--- config.mk ---
export PLATFORM = sky130hd
export DESIGN_NAME = pb_debounce_multi
export DESIGN_NICKNAME = d
export VERILOG_FILES = /design/src/rtl/pb_debounce_multi.sv
export SDC_FILE = /design/constraint.sdc
export NUM_CORES = 1
export LEC_CHECK = 0
export BUFFER_PORTS_ARGS = -buffer_cell sky130_fd_sc_hd__clkbuf_2
export CORE_MARGIN = 2
export CORE_UTILIZATION = 56
export CTS_BUF_LIST = sky130_fd_sc_hd__clkbuf_16
export CTS_CLUSTER_SIZE = 20
export DETAILED_ROUTE_END_ITERATION = 8
export GPL_ROUTABILITY_DRIVEN = 0
export GPL_TIMING_DRIVEN = 0
export PLACE_DENSITY = 0.77
export SYNTH_ARGS = -nofsm -noshare
export SYNTH_HDL_FRONTEND = slang
export SYNTH_SLANG_ARGS = --single-unit
--- constraint.sdc ---
create_clock -name clk -period 1.9 [get_ports clk]
set_input_delay 0.38 -clock clk [delete_from_list [all_inputs] [get_ports clk]]
set_output_delay 0.38 -clock clk [all_outputs]
set_load 0.1 [all_outputs]
--- src/rtl/pb_debounce_multi.sv ---
`timescale 1ns/1ps
// pb_debounce_multi
//   Multi-channel pushbutton debouncer for the game input path.
//   A single shared divider produces a sample tick. Each channel has its own
//   two-flop synchroniser, an N-sample stability filter, press/release edge
//   pulses and a held-key auto-repeat pulse generator.
//
// Ports
//   clk          system clock
//   rst_n        asynchronous active-low reset
//   btn_in       raw asynchronous button pins (polarity set by ACTIVE_LOW)
//   btn_level    debounced state, 1 = pressed
//   btn_press    one-clk pulse on debounced press
//   btn_release  one-clk pulse on debounced release
//   btn_repeat   one-clk pulse on press and on each auto-repeat
//   tick         one-clk sample strobe, every TICK_DIV clks
module pb_debounce_multi #(
    parameter int unsigned N            = 4,
    parameter int unsigned TICK_DIV     = 50000,
    parameter int unsigned STABLE       = 8,
    parameter int unsigned REPEAT_DELAY = 500,
    parameter int unsigned REPEAT_RATE  = 100,
    parameter bit          ACTIVE_LOW   = 1'b1
) (
    input  logic         clk,
    input  logic         rst_n,
    input  logic [N-1:0] btn_in,
    output logic [N-1:0] btn_level,
    output logic [N-1:0] btn_press,
    output logic [N-1:0] btn_release,
    output logic [N-1:0] btn_repeat,
    output logic         tick
);

    localparam int unsigned DIV_W   = (TICK_DIV > 1) ? $clog2(TICK_DIV) : 1;
    localparam logic [DIV_W-1:0] DIV_LAST = DIV_W'(TICK_DIV - 1);
    localparam logic [DIV_W-1:0] DIV_ONE  = DIV_W'(1);

    localparam int unsigned RPT_MAX = (REPEAT_DELAY > REPEAT_RATE) ? REPEAT_DELAY : REPEAT_RATE;
    localparam int unsigned RPT_W   = (RPT_MAX > 0) ? $clog2(RPT_MAX + 1) : 1;
    localparam logic [RPT_W:0] DELAY_END = (RPT_W+1)'(REPEAT_DELAY);
    localparam logic [RPT_W:0] RATE_END  = (RPT_W+1)'(REPEAT_RATE);
    localparam logic [RPT_W:0] RPT_ONE   = (RPT_W+1)'(1);

    typedef enum logic [1:0] {
        RPT_IDLE,
        RPT_DELAY,
        RPT_REPEAT
    } rpt_state_t;

    // ------------------------------------------------------------------
    // Shared sample-tick divider
    // ------------------------------------------------------------------
    logic [DIV_W-1:0] div_cnt;

    always_ff @(posedge clk or negedge rst_n) begin
        if (!rst_n) begin
            div_cnt <= '0;
            tick    <= 1'b0;
        end else if (div_cnt == DIV_LAST) begin
            div_cnt <= '0;
            tick    <= 1'b1;
        end else begin
            div_cnt <= div_cnt + DIV_ONE;
            tick    <= 1'b0;
        end
    end

    // ------------------------------------------------------------------
    // Input synchroniser, normalised so 1 = pressed
    // ------------------------------------------------------------------
    logic [N-1:0] sync1;
    logic [N-1:0] sync2;

    always_ff @(posedge clk or negedge rst_n) begin
        if (!rst_n) begin
            sync1 <= '0;
            sync2 <= '0;
        end else begin
            sync1 <= btn_in ^ {N{ACTIVE_LOW}};
            sync2 <= sync1;
        end
    end

    // ------------------------------------------------------------------
    // Per-channel filter, edge pulses and auto-repeat
    // ------------------------------------------------------------------
    for (genvar ch = 0; ch < N; ch++) begin : g_ch
        logic [STABLE-1:0] shreg;
        logic [STABLE-1:0] shreg_nxt;
        logic              level_q;
        logic              level_nxt;
        logic              press_q;
        logic              press_nxt;
        logic              release_q;
        logic              release_nxt;
        logic              repeat_q;
        logic              repeat_nxt;
        rpt_state_t        state;
        rpt_state_t        state_nxt;
        logic [RPT_W-1:0]  rcnt;
        logic [RPT_W-1:0]  rcnt_nxt;
        logic [RPT_W:0]    rcnt_inc;

        // The level decision looks at the shift register as it will be
        // after this tick's shift, so the outputs move in the clk right
        // after the tick that delivers the STABLE-th agreeing sample.
        always_comb begin
            shreg_nxt   = shreg;
            level_nxt   = level_q;
            press_nxt   = 1'b0;
            release_nxt = 1'b0;
            repeat_nxt  = 1'b0;
            state_nxt   = state;
            rcnt_nxt    = rcnt;
            rcnt_inc    = {1'b0, rcnt} + RPT_ONE;

            if (tick) begin
                shreg_nxt = {shreg[STABLE-2:0], sync2[ch]};
                if ((&shreg_nxt) && !level_q) begin
                    level_nxt = 1'b1;
                    press_nxt = 1'b1;
                end else if (!(|shreg_nxt) && level_q) begin
                    level_nxt   = 1'b0;
                    release_nxt = 1'b1;
                end

                if (release_nxt) begin
                    state_nxt = RPT_IDLE;
                    rcnt_nxt  = '0;
                end else begin
                    case (state)
                        RPT_IDLE: begin
                            if (press_nxt) begin
                                repeat_nxt = 1'b1;
                                rcnt_nxt   = '0;
                                if (REPEAT_DELAY != 0) begin
                                    state_nxt = RPT_DELAY;
                                end
                            end
                        end
                        RPT_DELAY: begin
                            if (level_q) begin
                                if (rcnt_inc == DELAY_END) begin
                                    repeat_nxt = 1'b1;
                                    rcnt_nxt   = '0;
                                    state_nxt  = RPT_REPEAT;
                                end else begin
                                    rcnt_nxt = rcnt_inc[RPT_W-1:0];
                                end
                            end
                        end
                        RPT_REPEAT: begin
                            if (rcnt_inc == RATE_END) begin
                                repeat_nxt = 1'b1;
                                rcnt_nxt   = '0;
                            end else begin
                                rcnt_nxt = rcnt_inc[RPT_W-1:0];
                            end
                        end
                        default: begin
                            state_nxt = RPT_IDLE;
                            rcnt_nxt  = '0;
                        end
                    endcase
                end
            end
        end

        always_ff @(posedge clk or negedge rst_n) begin
            if (!rst_n) begin
                shreg     <= '0;
                level_q   <= 1'b0;
                press_q   <= 1'b0;
                release_q <= 1'b0;
                repeat_q  <= 1'b0;
                state     <= RPT_IDLE;
                rcnt      <= '0;
            end else begin
                shreg     <= shreg_nxt;
                level_q   <= level_nxt;
                press_q   <= press_nxt;
                release_q <= release_nxt;
                repeat_q  <= repeat_nxt;
                state     <= state_nxt;
                rcnt      <= rcnt_nxt;
            end
        end

        assign btn_level[ch]   = level_q;
        assign btn_press[ch]   = press_q;
        assign btn_release[ch] = release_q;
        assign btn_repeat[ch]  = repeat_q;
    end

endmodule

* After elaboration in Yosys (flattened, before gate mapping)
Index checks and enable logic that the tools add are counted.
** Cells by class
- Shift-type cells :: 0
- $lt $le $gt $ge :: 0
- Equal/unequal tests :: 33
- Div/mod/pow operators :: 0
- Multipliers :: 0
- Bitwise logic cells :: 1
- Reduce and logical (&&, ||, !) cells :: 44
- Muxes and demuxes :: 110
- Add/subtract/negate cells :: 5
** Operators with widths (count)
- $mux 9 :: 20
- $pmux 9 s3 :: 4
- $mux 1 :: 61
- $add 9x1->10 const B :: 4
- $eq 10x7->1 const B :: 4
- $eq 10x9->1 const B :: 4
- $ne 3x3->1 const B :: 12
- $mux 2 :: 16
- $reduce_and 8->1 :: 4
- $reduce_or 8->1 :: 4
- $pmux 2 s3 :: 4
- $reduce_and 5->1 :: 4
- $add 16x1->16 const B :: 1
- $eq 16x16->1 const B :: 1
- $mux 16 :: 1
- $pmux 1 s3 :: 4
- $reduce_and 3->1 :: 4
- $eq 2x1->1 const B :: 4
- $eq 2x2->1 const B :: 4
- $logic_and 1x1->1 :: 8
- $logic_not 1->1 :: 8
- $logic_not 2->1 :: 4
- $ne 2x2->1 const B :: 4
- $reduce_and 2->1 :: 4
- 2 further kinds :: 5
** Storage, ports and cells
- Output and inout port bits :: 17
- Word-level logic and storage cells :: 225
- Bits in latches :: 0
- RAM bits :: 0
- Bits of input ports :: 6
- Memories kept :: 0
- Flip-flop bits (word level) :: 113
- Memory bits (read-only) :: 0

* Logic depth before layout (Yosys ltp)
Gate-level depths: netlist of the first run.
- Depth in word-level cells :: 8
- Depth in mapped cells :: 8
- Gate-level depth less buffers :: 7

* Worst setup path after synthesis of the first run
No wires, ideal clock.
- Path type :: reg-to-reg
- Start point :: register tick
- End point :: register g_ch[0].shreg[0]
- Data required time :: 1775 ps
- Arrival time :: 2135 ps
- Cell stages (with the launch flop) :: 5
- Slack :: -360 ps
- Path through :: dfrtp_1 > clkbuf_1 > clkbuf_1 > clkbuf_1 > mux2_2
** RTL lines
- from (decl) :: line 32 : output logic tick
- from (signal assigned) :: line 59 : tick <= 1'b0;
- from (signal assigned) :: line 62 : tick <= 1'b1;
- from (signal assigned) :: line 65 : tick <= 1'b0;
- to (signal assigned) :: line 180 : shreg <= shreg_nxt;
- to (decl) :: line 89 : logic [STABLE-1:0] shreg;
No word-level cell between the ends.

* Worst setup path after layout of the first run
- Start point :: register g_ch[1].rcnt[3]
- End point :: register g_ch[1].rcnt[3]
** Between the ends
- Longest elaborated chain between the ends :: 6
- Elaborated cells on any way between the ends :: 8
** Ends and longest elaborated chain
- from (decl) :: line 101 : logic [RPT_W-1:0] rcnt;
- from (signal assigned) :: line 186 : rcnt <= rcnt_nxt;
- $add 9x1->10 * :: line 116 : rcnt_inc = {1'b0, rcnt} + RPT_ONE;
- $eq 10x9->1 :: line 144 : if (rcnt_inc == DELAY_END) begin
- $mux 9 :: line 144
- $mux 9 :: line 143 : if (level_q) begin
- $pmux 9 s3 * :: line 132 : case (state)
- $mux 9 * :: line 128 : if (release_nxt) begin
Mark *: on every way between the ends. The rest lies on a longest branch, timed or not. The select of a mux whose other input is x is not followed.
A chain may end at the register's enable or synchronous reset.

==> run metrics, run 1 <==
Max-Cap Viols=0; Slew Limit Fails=0; Worst-Skew Late Latency=420 ps; Top Metal Used=met4; depth of the CTS H-tree=4; share of power burned in registers=42.2%; # port buffers=22; flops & latches, synth=113; fin cells=822; Crit. End Element=flop; leakage=3.41 nW; Setup TNS Final=-867 ps; r2r startpoint=g_ch[1].rcnt[3]; top cell type by total area after synthesis=dfrtp_1; Starting Density=57.2%; DRT iter0 DRCs=540; RSZ-0062 raised after global routing=true; final setup violation count=16; min cycle time layout=2010 ps; 1st-pass router iterations=5; dpl hpwl=8070 um; Worst setup SP type=flop; Worst slew margin=39.5%; largest net degree at the start of global routing=114; top-count cell post-synth=dfrtp_1; post-layout util=73.2%; Die H=109 um; Synth top area share=45.8%; layout cells sized above 1=36.4%; critical path startpoint=g_ch[1].rcnt[3]; Critical Path RT=2180 ps; initial antenna violation count=0; worst reg2reg endpoint=g_ch[1].rcnt[3]; Clk pwr share=56.8%; Filler cells=682; sw frac=20.3%; fin area=7900 sq um; Reg2Reg Setup Slack=-110 ps; worst min path class=in2async; Final period util=106%; full die area=11900 sq um; DRC=0; clk slew on worst S/H paths=50 ps; worst r2r path cells=5; pwr/cell area=728 nW/um^2; switching pwr=1.17 mW; Placed Area=6480 sq um; outcome=complete, but fails checks; Crit Path Class=reg2reg; Data arrival, critical path=2300 ps; top cells by instance count after synthesis=dfrtp_1 (113), nand2_1 (47), inv_1 (38); Ports=23; # nets final=701; CTS Buf Count=17; EDFF count, synth=0; Netlist Area Pre-Place=6170 sq um; failing checks=setup timing; # rows=38; Post-Synthesis Cells=588; prevailing post-synth register cell=dfrtp_1; sequential fraction of the synthesis area=45.8%; Final Power=5.75 mW; Post-Syn Nets=619; met3 routed WL=693 um; via count=5095; synth warn=0; Setup Skew=7.13 ps; Mean Syn Cell Area=10.5 sq um; WL/cell=18.7 um; Setup WS pre-CTS=-271 ps; first-pass GRT wire length=23000 um; Synth async-reset ratio=100%; Longest Clk Path Bufs=2; Total GRT Usage=24.7%; final wirelength=15400 um; Root Buffer=clkbuf_16; vias in the first global route=4875; hold buffers post-CTS=0; WL met2=7920 um; GRT overflow=0; antenna cells=0; Area contributors post-synth=dfrtp_1 (46%), mux2_2 (5.1%), ha_1 (5.1%); Tightest Pin Transition=907 ps; Peak supply drop=0.766 mV; Crit Path Max Fanout=7; CTS tree=done; wl on met1=6310 um; final antenna-violating net count=0; Syn-to-layout area delta=28.0%; Avg Vias per Cell=6.20; placed insts=750; clock sink total=113; combinational power share=1.0%; max frequency=496 MHz; Die X=109 um; critical path endpoint=g_ch[1].rcnt[3]; final worst setup slack=-115 ps; Pint=4.58 mW; Final Hold Vio Count=0; Hold WS=49.4 ps; core footprint=10800 sq um; Distinct cells, synth=76
[per-layer routing]
| metal | vias up | track usage (%) |
|---|---|---|
| met4 | 0 | 11.7 |
| met5 | - | 0 |
| li1 | 2325 | - |
| met3 | 51 | 5.80 |
| met1 | 2528 | 30.6 |
| met2 | 191 | 40.9 |
[cell usage in the layout (no fill, tap or decap), types with 11 or more instances in the layout]
master / Yosys / routed
ha_1: 25 / 15
o21ai_1: 4 / 13
mux2_2: 28 / 28
inv_1: 38 / 39
clkbuf_16: 0 / 17
nand3_1: 31 / 31
a21oi_1: 18 / 12
dfrtp_1: 113 / 101
nand2_1: 47 / 44
clkbuf_2: 0 / 22
nor2_1: 22 / 22
o21ai_0: 28 / 15
nand4_1: 16 / 16
buf_4: 16 / 60
dfrtp_2: 0 / 11
[flip-flops by register name, summed over array words and instances (netlist names)]
register	cells
tick	1
g_ch.press_q	4
g_ch.state	8
sync1	4
g_ch.repeat_q	4
g_ch.shreg	28
g_ch.rcnt	36
sync2	4
g_ch.level_q	4
g_ch.release_q	4
div_cnt	16
[worst min-delay path by stage]
stage	depth (start not counted)	start	end	slack (ps)
2_1_floorplan	0	rst_n	div_cnt[0]	80
3_3_place_gp	0	sync1[0]	sync2[0]	330
3_5_place_dp	0	sync1[0]	sync2[0]	340
5_1_grt	2	btn_in[3]	sync1[3]	90
4_1_cts	2	btn_in[0]	sync1[0]	90
6_report	1	rst_n	g_ch[1].rcnt[2]	50
[final cells by class]
type | count | area (sq um) | area share (%)
Clock inverter | 14 | 175 | 2.22
Multi-Input combinational cell | 408 | 3490 | 44.2
Buffer | 26 | 198 | 2.50
Inverter | 38 | 143 | 1.81
Clock buffer | 17 | 425 | 5.38
Timing Repair Buffer | 66 | 449 | 5.69
Sequential cell | 113 | 2850 | 36.0
Tap cell | 140 | 175 | 2.22
[power by group through the flow]
stage / combinational, mW / clock [mW] / sequential, mW
floorplan: 0.00471 / 0 / 2.46
finish: 0.0584 / 3.27 / 2.42
global route: 0.0707 / 3.44 / 2.42
CTS: 0.0611 / 3.29 / 2.42
global placement: 0.0569 / 0 / 2.46
detailed placement: 0.0601 / 0 / 2.46
[cell families (layout without fill, tap and decap cells)]
family | count (synthesis) | count (layout) | share of synthesized area, %
fa+ha+maj | 25 | 25 | 5.07
compound gates | 125 | 126 | 15.8
simple gates | 215 | 215 | 20.6
xor+xnor | 10 | 10 | 1.42
flops | 113 | 113 | 45.8
buf+inv | 68 | 161 | 5.56
mux | 32 | 32 | 5.76
[timing repair]
item | 4_1_cts | 5_1_grt
hold endpoints to repair | 0 | 0
gates cloned | 0 | 1
gates resized for setup | 36 | 81
endpoints found under the setup margin | 55 | 48
pin swaps | 22 | 33
setup buffers | 14 | 30
[worst max-delay path: stages (launching register included)]
cell and delay (ps):
dfrtp_2 440, or4_4 560, nor4_4 280, o21ai_4 140
o211ai_4 320, o211ai_1 140
No activity file was read; power rests on OpenSTA's default activity.
==> run 2, diff against run 1 <==
Settings changed: CORE_ASPECT_RATIO set to 1.75.
==> run metrics, run 2 (synthesized netlist as in run 1, its figures left out) <==
hold buffers post-CTS=0 (unchanged); Setup Skew=6.78 ps (-0.346 ps); first-pass GRT wire length=23900 um (+3.8%); final worst setup slack=-63.6 ps (+51.4 ps); leakage=3.49 nW (+2.4%); Tightest Pin Transition=894 ps (-12.9 ps); via count=5099 (+0.079%); Crit Path Class=reg2reg; Syn-to-layout area delta=30.9%; full die area=11900 sq um (+0.27%); CP Cell Sequence=nand2_1, o41ai_4, buf_4, o311ai_4, nor3b_2, o2bb2ai_1; worst min path class=in2async; WL/cell=18.6 um (-0.42%); CTS tree=done; most frequent cells in the layout=dfrtp_1 (103), buf_4 (70), nand2_1 (45), inv_1 (37), nand3_1 (29); final antenna-violating net count=0 (unchanged); Starting Density=57.7% (+0.51 points); initial antenna violation count=0 (unchanged); RSZ-0062 raised after global routing=true; CTS Buf Count=17 (unchanged); Final Hold Vio Count=0 (unchanged); dpl hpwl=8550 um (+6.1%); Setup TNS Final=-386 ps (+482 ps); antenna cells=0 (unchanged); 1st-pass router iterations=5 (unchanged); # port buffers=22 (unchanged); largest net degree at the start of global routing=114 (unchanged); DRT iter0 DRCs=258 (-52%); fin area=8070 sq um (+2.2%); Worst setup SP type=flop; Top reg by flops=g_ch.rcnt; r2r startpoint=g_ch[1].rcnt[5]; vias in the first global route=5147 (+5.6%); clk slew on worst S/H paths=60 ps (about the same); Root Buffer=clkbuf_16; final setup violation count=12 (-4); Data arrival, critical path=2300 ps (about the same); worst reg2reg endpoint=g_ch[1].state[1]; failing checks=setup timing; Final Power=5.83 mW (+1.4%); min cycle time layout=1960 ps (-51.4 ps); Crit Path Max Fanout=7 (unchanged); max frequency=509 MHz (+2.6%); Max-Cap Viols=0 (unchanged); max FFs per register=36 (unchanged); Critical Path RT=2240 ps (+60 ps); critical path's top delay family=compound AO/OA/AOI/OAI gates; Crit. End Element=flop; Hold WS=52.3 ps (+2.95 ps); Longest Clk Path Bufs=2 (unchanged); outcome=complete, but fails checks; Reg2Reg Setup Slack=-60 ps (+50 ps); post-layout util=75.5% (+2.3 points); Placed Area=6460 sq um (-0.19%); Largest regs=g_ch.rcnt (36), g_ch.shreg (28), div_cnt (16); Die H=143 um (+31%); Peak supply drop=0.777 mV (+1.3%); Worst-Skew Late Latency=420 ps (about the same); layout cells sized above 1=38.7% (+2.4 points); Die X=83.3 um (-24%); worst r2r path cells=6 (+1); core footprint=10700 sq um (-0.88%); depth of the CTS H-tree=4 (unchanged); Worst slew margin=40.4% (+0.86 points); final wirelength=15400 um (+0.18%); Buf/Inv on CP=1 (+1); Crit path largest cell delay=440 ps (-120 ps); Final period util=103% (-2.7 points); # nets final=715 (+2.0%); clock sink total=113 (unchanged); Crit-path slowest cell=dfrtp_1; # rows=50 (+32%); pwr/cell area=722 nW/um^2 (-0.79%); commonest non-fill, non-tap cell in the layout=dfrtp_1; Ports=23 (unchanged); DRC=0 (unchanged); Slew Limit Fails=0 (unchanged); Total GRT Usage=24.7% (-0.031 points); GRT overflow=0 (unchanged); Avg Vias per Cell=6.17 (-0.53%)
## run 2: cell type report
class | instances | area [sq um]
Buffer | 26 | 194
Clock buffer | 17 | 425
Clock inverter | 15 | 191
Fill cell | 660 | 2620
Inverter | 38 | 143
Multi-Input combinational cell | 408 | 3530
Sequential cell | 113 | 2840
Tap cell | 130 | 163
Timing Repair Buffer | 80 | 588
## run 2: how the worst max path moves through the flow
stage	start	end	slack, ps	cells after the start
global route	g_ch[1].rcnt[5]	g_ch[1].rcnt[7]	-160	6
global placement	rst_n	tick	-1510	1
detailed placement	g_ch[2].rcnt[0]	g_ch[2].rcnt[7]	-320	6
floorplan	g_ch[0].rcnt[0]	g_ch[0].rcnt[4]	20	6
finish	g_ch[1].rcnt[5]	g_ch[1].state[1]	-60	6
CTS	g_ch[1].rcnt[1]	g_ch[1].rcnt[3]	-100	6
## run 2: timing repair
action,4_1_cts,5_1_grt
setup buffers,16,42
cloned,1,0
gates resized for setup,44,81
pin swaps,19,34
endpoints found under the setup margin,53,48
## run 2: power breakdown
| group | switching [mW] | total (mW) | internal [mW] | leakage, nW |
|---|---|---|---|---|
| Clock | 1.17 | 3.35 | 2.18 | 0.298 |
| Combinational | 0.0493 | 0.0574 | 0.00811 | 1.66 |
| Sequential | 0.00496 | 2.42 | 2.42 | 1.53 |
## run 2: per-layer routing
metal | GRT usage [%] | wire [um] | vias up
li1 | - | - | 2350
met2 | 45.4 | 8490 | 157
met4 | 12.2 | 605 | 0
met5 | 0 | 0 | -
met1 | 26.3 | 5750 | 2538
met3 | 5.78 | 548 | 54
## run 2: per-stage QoR
| step | worst slack (ps) | std cells |
|---|---|---|
| after detailed placement | -319 | 740 |
| after global routing | -159 | 827 |
| after CTS | -97.7 | 787 |
| after global placement | -1510 | 740 |
| final | -63.6 | 827 |
| after floorplan | 15.3 | 588 |
